File: src/rtl/csa_sub_28b_pipe.sv
// Three-stage pipelined subtractor: diff = a - b - borrow_in via a + ~b + ~borrow_in.
// Lower half resolved in stage 2, upper half precomputed for both carries and selected in stage 3.
module csa_sub_28b_pipe #(
    parameter int unsigned WIDTH = 28,
    parameter int unsigned LO_W  = 14
) (
    input  logic             clk,
    input  logic             rstn,
    input  logic             in_valid_i,
    output logic             in_ready_o,
    input  logic [WIDTH-1:0] a_i,
    input  logic [WIDTH-1:0] b_i,
    input  logic             borrow_in_i,
    output logic             out_valid_o,
    input  logic             out_ready_i,
    output logic [WIDTH-1:0] diff_o,
    output logic             borrow_out_o,
    output logic             zero_o
);

    localparam int unsigned HI_W = WIDTH - LO_W;
    localparam logic [HI_W:0] HiOne = 1;

    // Stage valids and advance enables
    logic v1_q, v1_d;
    logic v2_q, v2_d;
    logic v3_q, v3_d;
    logic adv1, adv2, adv3;
    logic in_xfer;

    // Stage 1: operands with b and borrow already inverted
    logic [WIDTH-1:0] s1_a_q, s1_a_d;
    logic [WIDTH-1:0] s1_nb_q, s1_nb_d;
    logic             s1_c0_q, s1_c0_d;

    // Stage 2: resolved low half, both candidate high halves
    logic [LO_W-1:0]  s2_lo_q, s2_lo_d;
    logic             s2_cm_q, s2_cm_d;
    logic [HI_W-1:0]  s2_hi0_q, s2_hi0_d;
    logic [HI_W-1:0]  s2_hi1_q, s2_hi1_d;
    logic             s2_c0_q, s2_c0_d;
    logic             s2_c1_q, s2_c1_d;

    // Stage 3: output registers
    logic [WIDTH-1:0] diff_q, diff_d;
    logic             borrow_q, borrow_d;
    logic             zero_q, zero_d;

    logic [LO_W:0]    lo_sum;
    logic [HI_W:0]    hi0_sum;
    logic [HI_W:0]    hi1_sum;
    logic [HI_W-1:0]  hi_sel;
    logic             cout_sel;

    // Backpressure ripples from the output towards the input; in_valid never feeds in_ready.
    always_comb begin
        adv3    = !v3_q || out_ready_i;
        adv2    = !v2_q || adv3;
        adv1    = !v1_q || adv2;
        in_xfer = in_valid_i && adv1;
    end

    assign in_ready_o = adv1;

    always_comb begin
        lo_sum  = {1'b0, s1_a_q[LO_W-1:0]} + {1'b0, s1_nb_q[LO_W-1:0]}
                + {{LO_W{1'b0}}, s1_c0_q};
        hi0_sum = {1'b0, s1_a_q[WIDTH-1:LO_W]} + {1'b0, s1_nb_q[WIDTH-1:LO_W]};
        hi1_sum = {1'b0, s1_a_q[WIDTH-1:LO_W]} + {1'b0, s1_nb_q[WIDTH-1:LO_W]} + HiOne;
    end

    always_comb begin
        hi_sel   = s2_cm_q ? s2_hi1_q : s2_hi0_q;
        cout_sel = s2_cm_q ? s2_c1_q : s2_c0_q;
    end

    // Stage 1 next state
    always_comb begin
        v1_d    = v1_q;
        s1_a_d  = s1_a_q;
        s1_nb_d = s1_nb_q;
        s1_c0_d = s1_c0_q;
        if (in_xfer) begin
            v1_d    = 1'b1;
            s1_a_d  = a_i;
            s1_nb_d = ~b_i;
            s1_c0_d = ~borrow_in_i;
        end else if (adv1) begin
            v1_d = 1'b0;
        end
    end

    // Stage 2 next state
    always_comb begin
        v2_d     = v2_q;
        s2_lo_d  = s2_lo_q;
        s2_cm_d  = s2_cm_q;
        s2_hi0_d = s2_hi0_q;
        s2_hi1_d = s2_hi1_q;
        s2_c0_d  = s2_c0_q;
        s2_c1_d  = s2_c1_q;
        if (adv2) begin
            v2_d     = v1_q;
            s2_lo_d  = lo_sum[LO_W-1:0];
            s2_cm_d  = lo_sum[LO_W];
            s2_hi0_d = hi0_sum[HI_W-1:0];
            s2_hi1_d = hi1_sum[HI_W-1:0];
            s2_c0_d  = hi0_sum[HI_W];
            s2_c1_d  = hi1_sum[HI_W];
        end
    end

    // Stage 3 next state; carry out of a + ~b + ~bin is the inverse of the borrow
    always_comb begin
        v3_d     = v3_q;
        diff_d   = diff_q;
        borrow_d = borrow_q;
        zero_d   = zero_q;
        if (adv3) begin
            v3_d     = v2_q;
            diff_d   = {hi_sel, s2_lo_q};
            borrow_d = ~cout_sel;
            zero_d   = ({hi_sel, s2_lo_q} == '0);
        end
    end

    always_ff @(posedge clk) begin
        if (!rstn) begin
            v1_q     <= 1'b0;
            v2_q     <= 1'b0;
            v3_q     <= 1'b0;
            s1_a_q   <= '0;
            s1_nb_q  <= '0;
            s1_c0_q  <= 1'b0;
            s2_lo_q  <= '0;
            s2_cm_q  <= 1'b0;
            s2_hi0_q <= '0;
            s2_hi1_q <= '0;
            s2_c0_q  <= 1'b0;
            s2_c1_q  <= 1'b0;
            diff_q   <= '0;
            borrow_q <= 1'b0;
            zero_q   <= 1'b0;
        end else begin
            v1_q     <= v1_d;
            v2_q     <= v2_d;
            v3_q     <= v3_d;
            s1_a_q   <= s1_a_d;
            s1_nb_q  <= s1_nb_d;
            s1_c0_q  <= s1_c0_d;
            s2_lo_q  <= s2_lo_d;
            s2_cm_q  <= s2_cm_d;
            s2_hi0_q <= s2_hi0_d;
            s2_hi1_q <= s2_hi1_d;
            s2_c0_q  <= s2_c0_d;
            s2_c1_q  <= s2_c1_d;
            diff_q   <= diff_d;
            borrow_q <= borrow_d;
            zero_q   <= zero_d;
        end
    end

    assign out_valid_o  = v3_q;
    assign diff_o       = diff_q;
    assign borrow_out_o = borrow_q;
    assign zero_o       = zero_q;

endmodule

File: config.mk
export PLATFORM = sky130hd
export DESIGN_NAME = csa_sub_28b_pipe
export DESIGN_NICKNAME = d
export VERILOG_FILES = /design/src/rtl/csa_sub_28b_pipe.sv
export SDC_FILE = /design/constraint.sdc
export NUM_CORES = 1
export LEC_CHECK = 0
export ABC_AREA = 1
export CAP_MARGIN = 0
export CORE_MARGIN = 4
export CORE_UTILIZATION = 37
export DETAILED_ROUTE_END_ITERATION = 8
export PLACE_DENSITY = 0.54
export RECOVER_POWER = 25
export SYNTH_ARGS = -nofsm -noshare
export SYNTH_HDL_FRONTEND = slang
export SYNTH_SLANG_ARGS = --single-unit
File: constraint.sdc
create_clock -name clk -period 3.15 [get_ports clk]
set_clock_uncertainty 0.2 [all_clocks]
set_input_delay 0.315 -clock clk [delete_from_list [all_inputs] [get_ports clk]]
set_output_delay 0.315 -clock clk [all_outputs]
set_load 0.01 [all_outputs]
**Word level (Yosys, flattened, before mapping)**

Cells that the tools add are included.

- Bits in registers: 135
- Bits of input ports: 61
- Output and inout port bits: 32
- Word-level logic and storage cells: 35

- Add/sub/neg operators: 4
- Multiplexer cells: 4
- Bitwise operators: 3
- Reductions and logical operators: 9

Operators with widths:

| cell | count |
|---|---|
| $add A14 B14 Y15 | 2 |
| $logic_not A28 Y1 | 1 |
| $not A28 Y28 | 1 |
| $add A15 B1 Y15 | 1 |
| $add A15 B1 Y15 const B | 1 |
| $mux W14 | 1 |
| $logic_not A1 Y1 | 3 |
| $logic_or A1 B1 Y1 | 3 |
| $mux W1 | 3 |
| $not A1 Y1 | 2 |
| $reduce_bool A2 Y1 | 1 |
| $logic_and A1 B1 Y1 | 1 |

**Depth between registers and ports, before layout**

Gate-level depths: netlist of the first run.

- Depth after elaboration: 6
- Gate-level depth with buffers: 16
- Depth with buffers taken out: 16

**Worst setup path after synthesis of the first run**

OpenSTA, ideal clock, no wires.

- Kind: reg2reg
- From: register s1_a_q[14]
- To: register s2_hi1_q[12]
- Setup time: 0.109 ns
- Arrival time: 2.082 ns
- Data required time: 2.841 ns
- Setup slack: 0.759 ns
- Stages on the path, launching flop included: 15
- Buffers on the path: 0
- Period minus slack after synthesis: 2.391 ns
- Cells stage by stage: dfxtp_1 -> ha_1 -> fa_1 -> ha_1 -> inv_1 -> nor2_4 -> nand3_4 -> nor2_8 -> nand3_1 -> nor2_1 -> nand3_1 -> nand2_1 -> nand3_1 -> nand2_1 -> inv_1

- Cells in the longest elaborated chain, start to end: 2

Ends and longest elaborated chain:

| what | RTL line | text |
|---|---|---|
| from (decl) | 32 | `logic [WIDTH-1:0] s1_a_q, s1_a_d;` |
| from (signal assigned) | 132 | `s1_a_q <= '0;` |
| from (signal assigned) | 148 | `s1_a_q <= s1_a_d;` |
| $add A14 B14 Y15 | n/a |  |
| via hi0_sum[1] | 50 | `logic [HI_W:0] hi0_sum;` |
| $add A15 B1 Y15 | 69 | `hi1_sum = {1'b0, s1_a_q[WIDTH-1:LO_W]} + {1'b0, s1_nb_q[WIDTH-1:LO_W]} + HiOne;` |
| to (signal assigned) | 154 | `s2_hi1_q <= s2_hi1_d;` |
| to (decl) | 40 | `logic [HI_W-1:0] s2_hi1_q, s2_hi1_d;` |

The timed path passes the listed nets, and every way through them passes these cells.
A chain may end at the register's enable or synchronous reset.

**Worst setup path in the final report of the first run**

- From: register v3_q, in the netlist out_valid_o
- To: output port in_ready_o

- Cells in the longest elaborated chain, start to end: 4

Ends and longest elaborated chain:

| what | RTL line | text |
|---|---|---|
| from (decl) | 27 | `logic v3_q, v3_d;` |
| from (signal assigned) | 147 | `v3_q <= v3_d;` |
| $logic_not A1 Y1 | 57 | `adv3 = !v3_q \|\| out_ready_i;` |
| $logic_or A1 B1 Y1 | 57 |  |
| $logic_or A1 B1 Y1 | 58 | `adv2 = !v2_q \|\| adv3;` |
| $logic_or A1 B1 Y1 | 59 | `adv1 = !v1_q \|\| adv2;` |
| to (decl) | 10 | `output logic in_ready_o,` |

No other way between the ends.

==> results of run 1 <==
[worst max-delay path: cells and delay by family (launching register included)]
kind | cells | cell delay, ns
buffers and inverters | 4 | 1.04
DFF | 1 | 0.34
and+or+nand+nor | 3 | 0.37
[worst paths after layout]
| path | start | end | slack [ns] | depth (start not counted) |
|---|---|---|---|---|
| worst min-delay path | rstn | diff_o[10] | 0.18 | 4 |
| worst min register to register | v2_q | out_valid_o | 0.26 | 2 |
| worst max register to register | s1_a_q[14] | s2_hi1_q[12] | 0.57 | 14 |
| worst max-delay path | out_valid_o | in_ready_o | 0.46 | 7 |
[cells by family after synthesis]
group / synth area share (%)
AOI/OAI and AO/OA: 17.60
buffers and inverters: 8.426
muxes: 1.609
adders and majority gates: 5.995
DFF: 39.48
and+or+nand+nor: 25.48
xor gates and xnor gates: 1.408
[placed cells by master, fill, tap and decap left out, types with 16 or more instances in the layout]
| cell type | instances |
|---|---|
| a21oi_1 | 79 |
| clkdlybuf4s50_1 | 84 |
| nand4_1 | 17 |
| ha_1 | 28 |
| clkbuf_16 | 17 |
| inv_1 | 104 |
| nand2_1 | 146 |
| o21ai_0 | 121 |
| nor2_1 | 131 |
| nand2_2 | 16 |
| nand3_1 | 42 |
| dfxtp_1 | 135 |
[layer usage]
layer	up-vias	global-route usage, %	wire length (µm)	share of wire, %
li1	3292	-	-	-
met1	2670	26.28	9418	55
met2	119	23.86	6796	40
met3	14	3.208	701	4.1
met4	0	5.401	229	1.3
met5	-	0	0	0
[synth_stat cells]
cell / number / area, µm²
o21ai_0: 121 / 605.6
o211ai_1: 14 / 105.1
a41oi_1: 1 / 8.760
nand4_1: 17 / 106.4
ha_1: 28 / 350.3
nor2_2: 7 / 43.79
nor2_4: 3 / 33.78
buf_4: 1 / 7.510
nor2_8: 1 / 20.02
a31o_2: 1 / 8.760
fa_1: 3 / 60.06
xor2_1: 8 / 70.07
nand2_1: 146 / 548.0
o21ai_1: 3 / 15.01
o211a_1: 1 / 10.01
buf_2: 8 / 40.04
nand2_4: 2 / 22.52
inv_2: 6 / 22.52
and2_1: 1 / 6.260
nand3_1: 42 / 210.2
dfxtp_1: 135 / 2703
a21o_1: 1 / 7.510
o21bai_1: 2 / 15.01
nor3_1: 3 / 15.01
a31oi_1: 3 / 18.77
or2_2: 3 / 18.77
clkbuf_1: 33 / 123.9
o21a_1: 1 / 7.510
nand3_2: 5 / 50.05
a21oi_1: 79 / 395.4
nor2_1: 130 / 488.0
nand3_4: 2 / 35.03
nor4_1: 4 / 25.02
nand2_2: 16 / 100.1
inv_1: 102 / 382.9
xnor2_1: 3 / 26.28
mux2i_1: 11 / 110.1
nand4_4: 1 / 21.27
a21boi_1: 1 / 7.510
[report_power, final]
| part | internal [µW] | total, µW | leakage (µW) | switching [µW] |
|---|---|---|---|---|
| combinational | 345 | 829 | 0.00260 | 484 |
| clock | 1230 | 1990 | 0.000289 | 761 |
| sequential | 1860 | 1940 | 0.00112 | 85.3 |
| total | 3430 | 4760 | 0.00401 | 1330 |
[cell type report]
cell class	instances	area (µm²)
clock buffer	21	470.5
clock inverter	11	121.4
fill	1889	9537
inverter	108	405.4
multi-input combinational	664	3558
sequential	135	2703
tap	229	286.5
timing repair buffer	105	1005
[state kept, by name, indices dropped and copies added (netlist names)]
signal / count
diff_o: 28
s1_a_q: 28
s1_nb_q: 28
s2_hi0_q: 14
s2_hi1_q: 14
s2_lo_q: 14
borrow_out_o: 1
out_valid_o: 1
s1_c0_q: 1
s2_c0_q: 1
s2_c1_q: 1
s2_cm_q: 1
v1_q: 1
v2_q: 1
zero_o: 1
[metrics by stage]
step	instances	utilization (%)	power, µW	instance area [µm²]
CTS	1273	47.36	4824	8566
finish	1273	47.27	4761	8549
global placement	1241	44.09	2812	7974
detailed placement	1241	44.09	2813	7974
floorplan	949	-	2499	6845
global route	1273	47.27	5022	8549
==> flow_summary_export.csv, run 1 <==
group,metric,value,unit
yosys,ys_seq_area_share,39.48,%
cts,holdBufCountCts,0,
die,initial_core_util,37.85,%
placement,pre_cts_ws,0.5772,ns
pwr,p_leak,0.004009,µW
placement,numPortBuffers,92,
cts,cts_sinks,135,
worst_setup_path,path_cells,"inv_1 -> nor2_2 -> clkbuf_1 -> inv_1 -> nor2_1 -> nand2_2 -> clkdlybuf4s50_1",
worst_setup_path,startpoint_type,"flop",
cts,clkSlewWorstSetupHoldPaths,0.06,ns
cts,cts_resized,0,
routing,wirelength,17.15,mm
routing,ant_nets,0,
sta,slew_headroom,47.35,%
sta,hold_slack,0.1757,ns
routing,vias,6095,
sta,period_needed,2.688,ns
cts,cts_max_path_buffers,2,
yosys,ys_types,39,
yosys,yosysWarnings,0,
cts,ctsHtreeMaxLevel,4,
yosys,synth_area,0.006845,mm²
sta,worst_slew_pin_slew,0.7897,ns
cts,root_buffer,"clkbuf_16",
worst_setup_path,required,2.63,ns
yosys,synth_nets,1041,
grt,grtUsageTotal,17.08,%
routing,wl_per_cell,13.47,µm
placement,post-dp-hpwl,12.80,mm
routing,viasPerCell,4.788,
die,rows,49,
sta,worst_slack,0.4620,ns
worst_setup_path,cp_slowest_cell,"clkdlybuf4s50_1",
layout,area_delta_synth_final,24.89,%
sta,fmax,372.0,MHz
cts,cts_setup_buffers,0,
min_path,hp-class,"in2reg",
worst_setup_path,cp-end-kind,"primary output",
worst_setup_path,worstPathArrival,2.17,ns
die,die-area,0.02074,mm²
run_status,status,"completed",
yosys,synth.avg_cell_area,7.213,µm²
grt,grt_start_max_net_pins,64,
sta,rsz0062_at_grt,"no",
cts,numCtsBuffers,17,
yosys,postSynthCellCount,949,
worst_setup_path,cp_max_fo,13,
sta,setup_viol,0,
pwr,ir_drop,0.0003818,V
sta,tns,0,ns
routing,drc,0,
cts,cts_tree,"yes",
sta,period_share,85.33,%
placement,routabilityCongestion,0.9133,
layout,drive_gt1_share,8.429,%
layout,fin_nets,1123,
worst_setup_path,critPathKind,"reg2out",
pwr,p_per_area,556.9,mW/mm²
worst_setup_path,slowest_delay,0.50,ns
layout,antenna_cells,0,
grt,grt_pass1_vias,5531,
routing,drt_iter0_drc,291,
die,coreArea,0.01809,mm²
worst_setup_path,critPathMostFrequentCell,"inv_1",
cts,insertion_delay,0.42,ns
flow_run,drv_cap,0,
grt,grt_pass1_wl,28.28,mm
die,die_h,144.0,µm
sta,finalMaxSlewViolations,0,
yosys,ys_ff_latch,135,
routing,first_pass_iters,5,
sta,hold_viol,0,
die,chipWidth,144.0,µm
grt,antenna_found_initial,0,
grt,gr-total-overflow,0,
die,io_pins,93,
No activity file was read; power rests on OpenSTA's default activity.
==> run 2: changes to the inputs <==
- MAX_ROUTING_LAYER: not set -> met4
- SETUP_SLACK_MARGIN: not set -> 0.15
- SKIP_LAST_GASP: not set -> 1
==> flow_summary_export.csv, run 2 (same netlist as run 1, synthesis figures left out) <==
group,metric,value,unit
run_status,status,"completed",
cts,cts_max_path_buffers,2,
sta,tns,0,ns
sta,slew_headroom,47.36,%
die,io_pins,93,
sta,hold_viol,0,
worst_setup_path,reg2reg_to,"s2_hi0_q[10]",
grt,grtUsageTotal,17.69,%
pwr,p_int,3400,µW
grt,grt_pass1_wl,28.65,mm
layout,utilization,47.13,%
pwr,ir_drop,0.0003948,V
worst_setup_path,worstPathArrival,2.22,ns
sta,hold_slack,0.1147,ns
cts,clkSlewWorstSetupHoldPaths,0.06,ns
pwr,switching_share,27.69,%
routing,vias,6124,
worst_setup_path,reg2reg_depth,9,
die,chipWidth,144.0,µm
pwr,p_leak,0.004002,µW
routing,wirelength,17.23,mm
routing,ant_nets,0,
pwr,p_per_area,551.7,mW/mm²
min_path,min-delay-start,"rstn",
cts,cts_setup_buffers,0,
flow_run,drv_cap,0,
layout,layout_commonest_cell,"nand2_1",
cts,cts_resized,0,
sta,rsz0062_at_grt,"no",
sta,period_needed,2.730,ns
worst_setup_path,r2r_slack,0.57,ns
placement,pre_cts_ws,0.5842,ns
routing,drc,0,
die,die-area,0.02074,mm²
layout,stdcell_area,0.008524,mm²
cts,numCtsBuffers,17,
layout,drive_gt1_share,7.973,%
worst_setup_path,cp-end-kind,"primary output",
placement,routabilityCongestion,0.9078,
placement,numPortBuffers,92,
die,die_h,144.0,µm
sta,worst_slew_pin_slew,0.7895,ns
pwr,power_switching,1302,µW
layout,final_cell_mix,"nand2_1, dfxtp_1, nor2_1, o21ai_0, inv_1",
routing,drt_iter0_drc,399,
sta,period_share,86.68,%
layout,antenna_cells,0,
routing,viasPerCell,4.822,
worst_setup_path,required,2.63,ns
min_path,hold_depth,3,
layout,fin_nets,1122,
grt,grt_start_max_net_pins,67,
cts,cts_tree,"yes",
worst_setup_path,cp_max_fo,13,
placement,post-dp-hpwl,12.97,mm
min_path,holdPathEnd,"diff_o[12]",
sta,worst_slack,0.4196,ns
cts,holdBufCountCts,0,
min_path,hp-class,"in2reg",
sta,fmax,366.2,MHz
cts,insertion_delay,0.41,ns
layout,fillCellCount,1915,
cts,ctsHtreeMaxLevel,4,
die,initial_core_util,37.85,%
pwr,p_clk_share,41.0,%
pwr,p_seq_share,41.3,%
routing,first_pass_iters,5,
pwr,combPwrFrac,17.7,%
worst_setup_path,cp-startpoint,"out_valid_o",
sta,finalMaxSlewViolations,0,
worst_setup_path,r2r-start,"out_valid_o",
placement,dpl_cell_area,0.007979,mm²
die,rows,49,
worst_setup_path,critPathKind,"reg2out",
routing,wl_per_cell,13.56,µm
cts,cts_sinks,135,
sta,setup_viol,0,
worst_setup_path,startpoint_type,"flop",
die,coreArea,0.01809,mm²
grt,grt_pass1_vias,5721,
grt,antenna_found_initial,0,
layout,area_delta_synth_final,24.53,%
grt,gr-total-overflow,0,
cts,root_buffer,"clkbuf_16",
==> run 2: cell types whose count changed in the layout (fill, tap and decap cells not counted), moves of 2 or more <==
cell,before,now
buf_4,10,8
clkbuf_1,2,4
clkdlybuf4s50_1,84,82
dlygate4sd3_1,7,9
==> run 2: critical path: stages, from the launching register on <==
cell,delay (ns)
dfxtp_1,0.34
inv_1,0.04
nor2_1,0.08
clkbuf_1,0.37
inv_1,0.11
nor2_1,0.23
nand2_2,0.12
clkdlybuf4s50_1,0.50
==> run 2: metal layers <==
metal,share of wire [%],track usage (%),vias up
met2,39,23.98,143
met3,3.8,2.679,21
met1,56,26.68,2672
met4,1.6,5.600,0
met5,0,-,-
li1,-,-,3288
==> run 2: power groups by stage <==
stage          Combinational, µW  Sequential, µW  Clock (µW)
3_3_place_gp                 838            1980           0
4_1_cts                      842            1940        1980
2_1_floorplan                529            1970           0
3_5_place_dp                 836            1980           0
5_1_grt                      947            1960        2050
6_report                     831            1940        1930
==> run 2: worst max path at each step <==
stage	end	slack [ns]
final	in_ready_o	0.42
after global routing	in_ready_o	0.19
after CTS	s2_hi1_q[12]	0.56
after detailed placement	s2_hi1_q[12]	0.58
after global placement	s2_hi1_q[12]	0.64
after floorplan	s2_hi1_q[12]	0.76
==> run 2: area by class of cell <==
class	instances	area, µm²	share of cell area, %
clock buffers	22	464.2	5.445
clock inverters	8	100.1	1.174
inverters	108	405.4	4.756
multi-input cells	664	3556	41.71
flip-flops and latches	135	2703	31.70
well taps	229	286.5	3.361
repair buffers	104	1010	11.85
==> run 2: stage by stage <==
stage,total power [µW],std cells
floorplan,2499,949
global placement,2816,1240
detailed placement,2816,1240
CTS,4764,1270
global route,4957,1270
finish,4703,1270
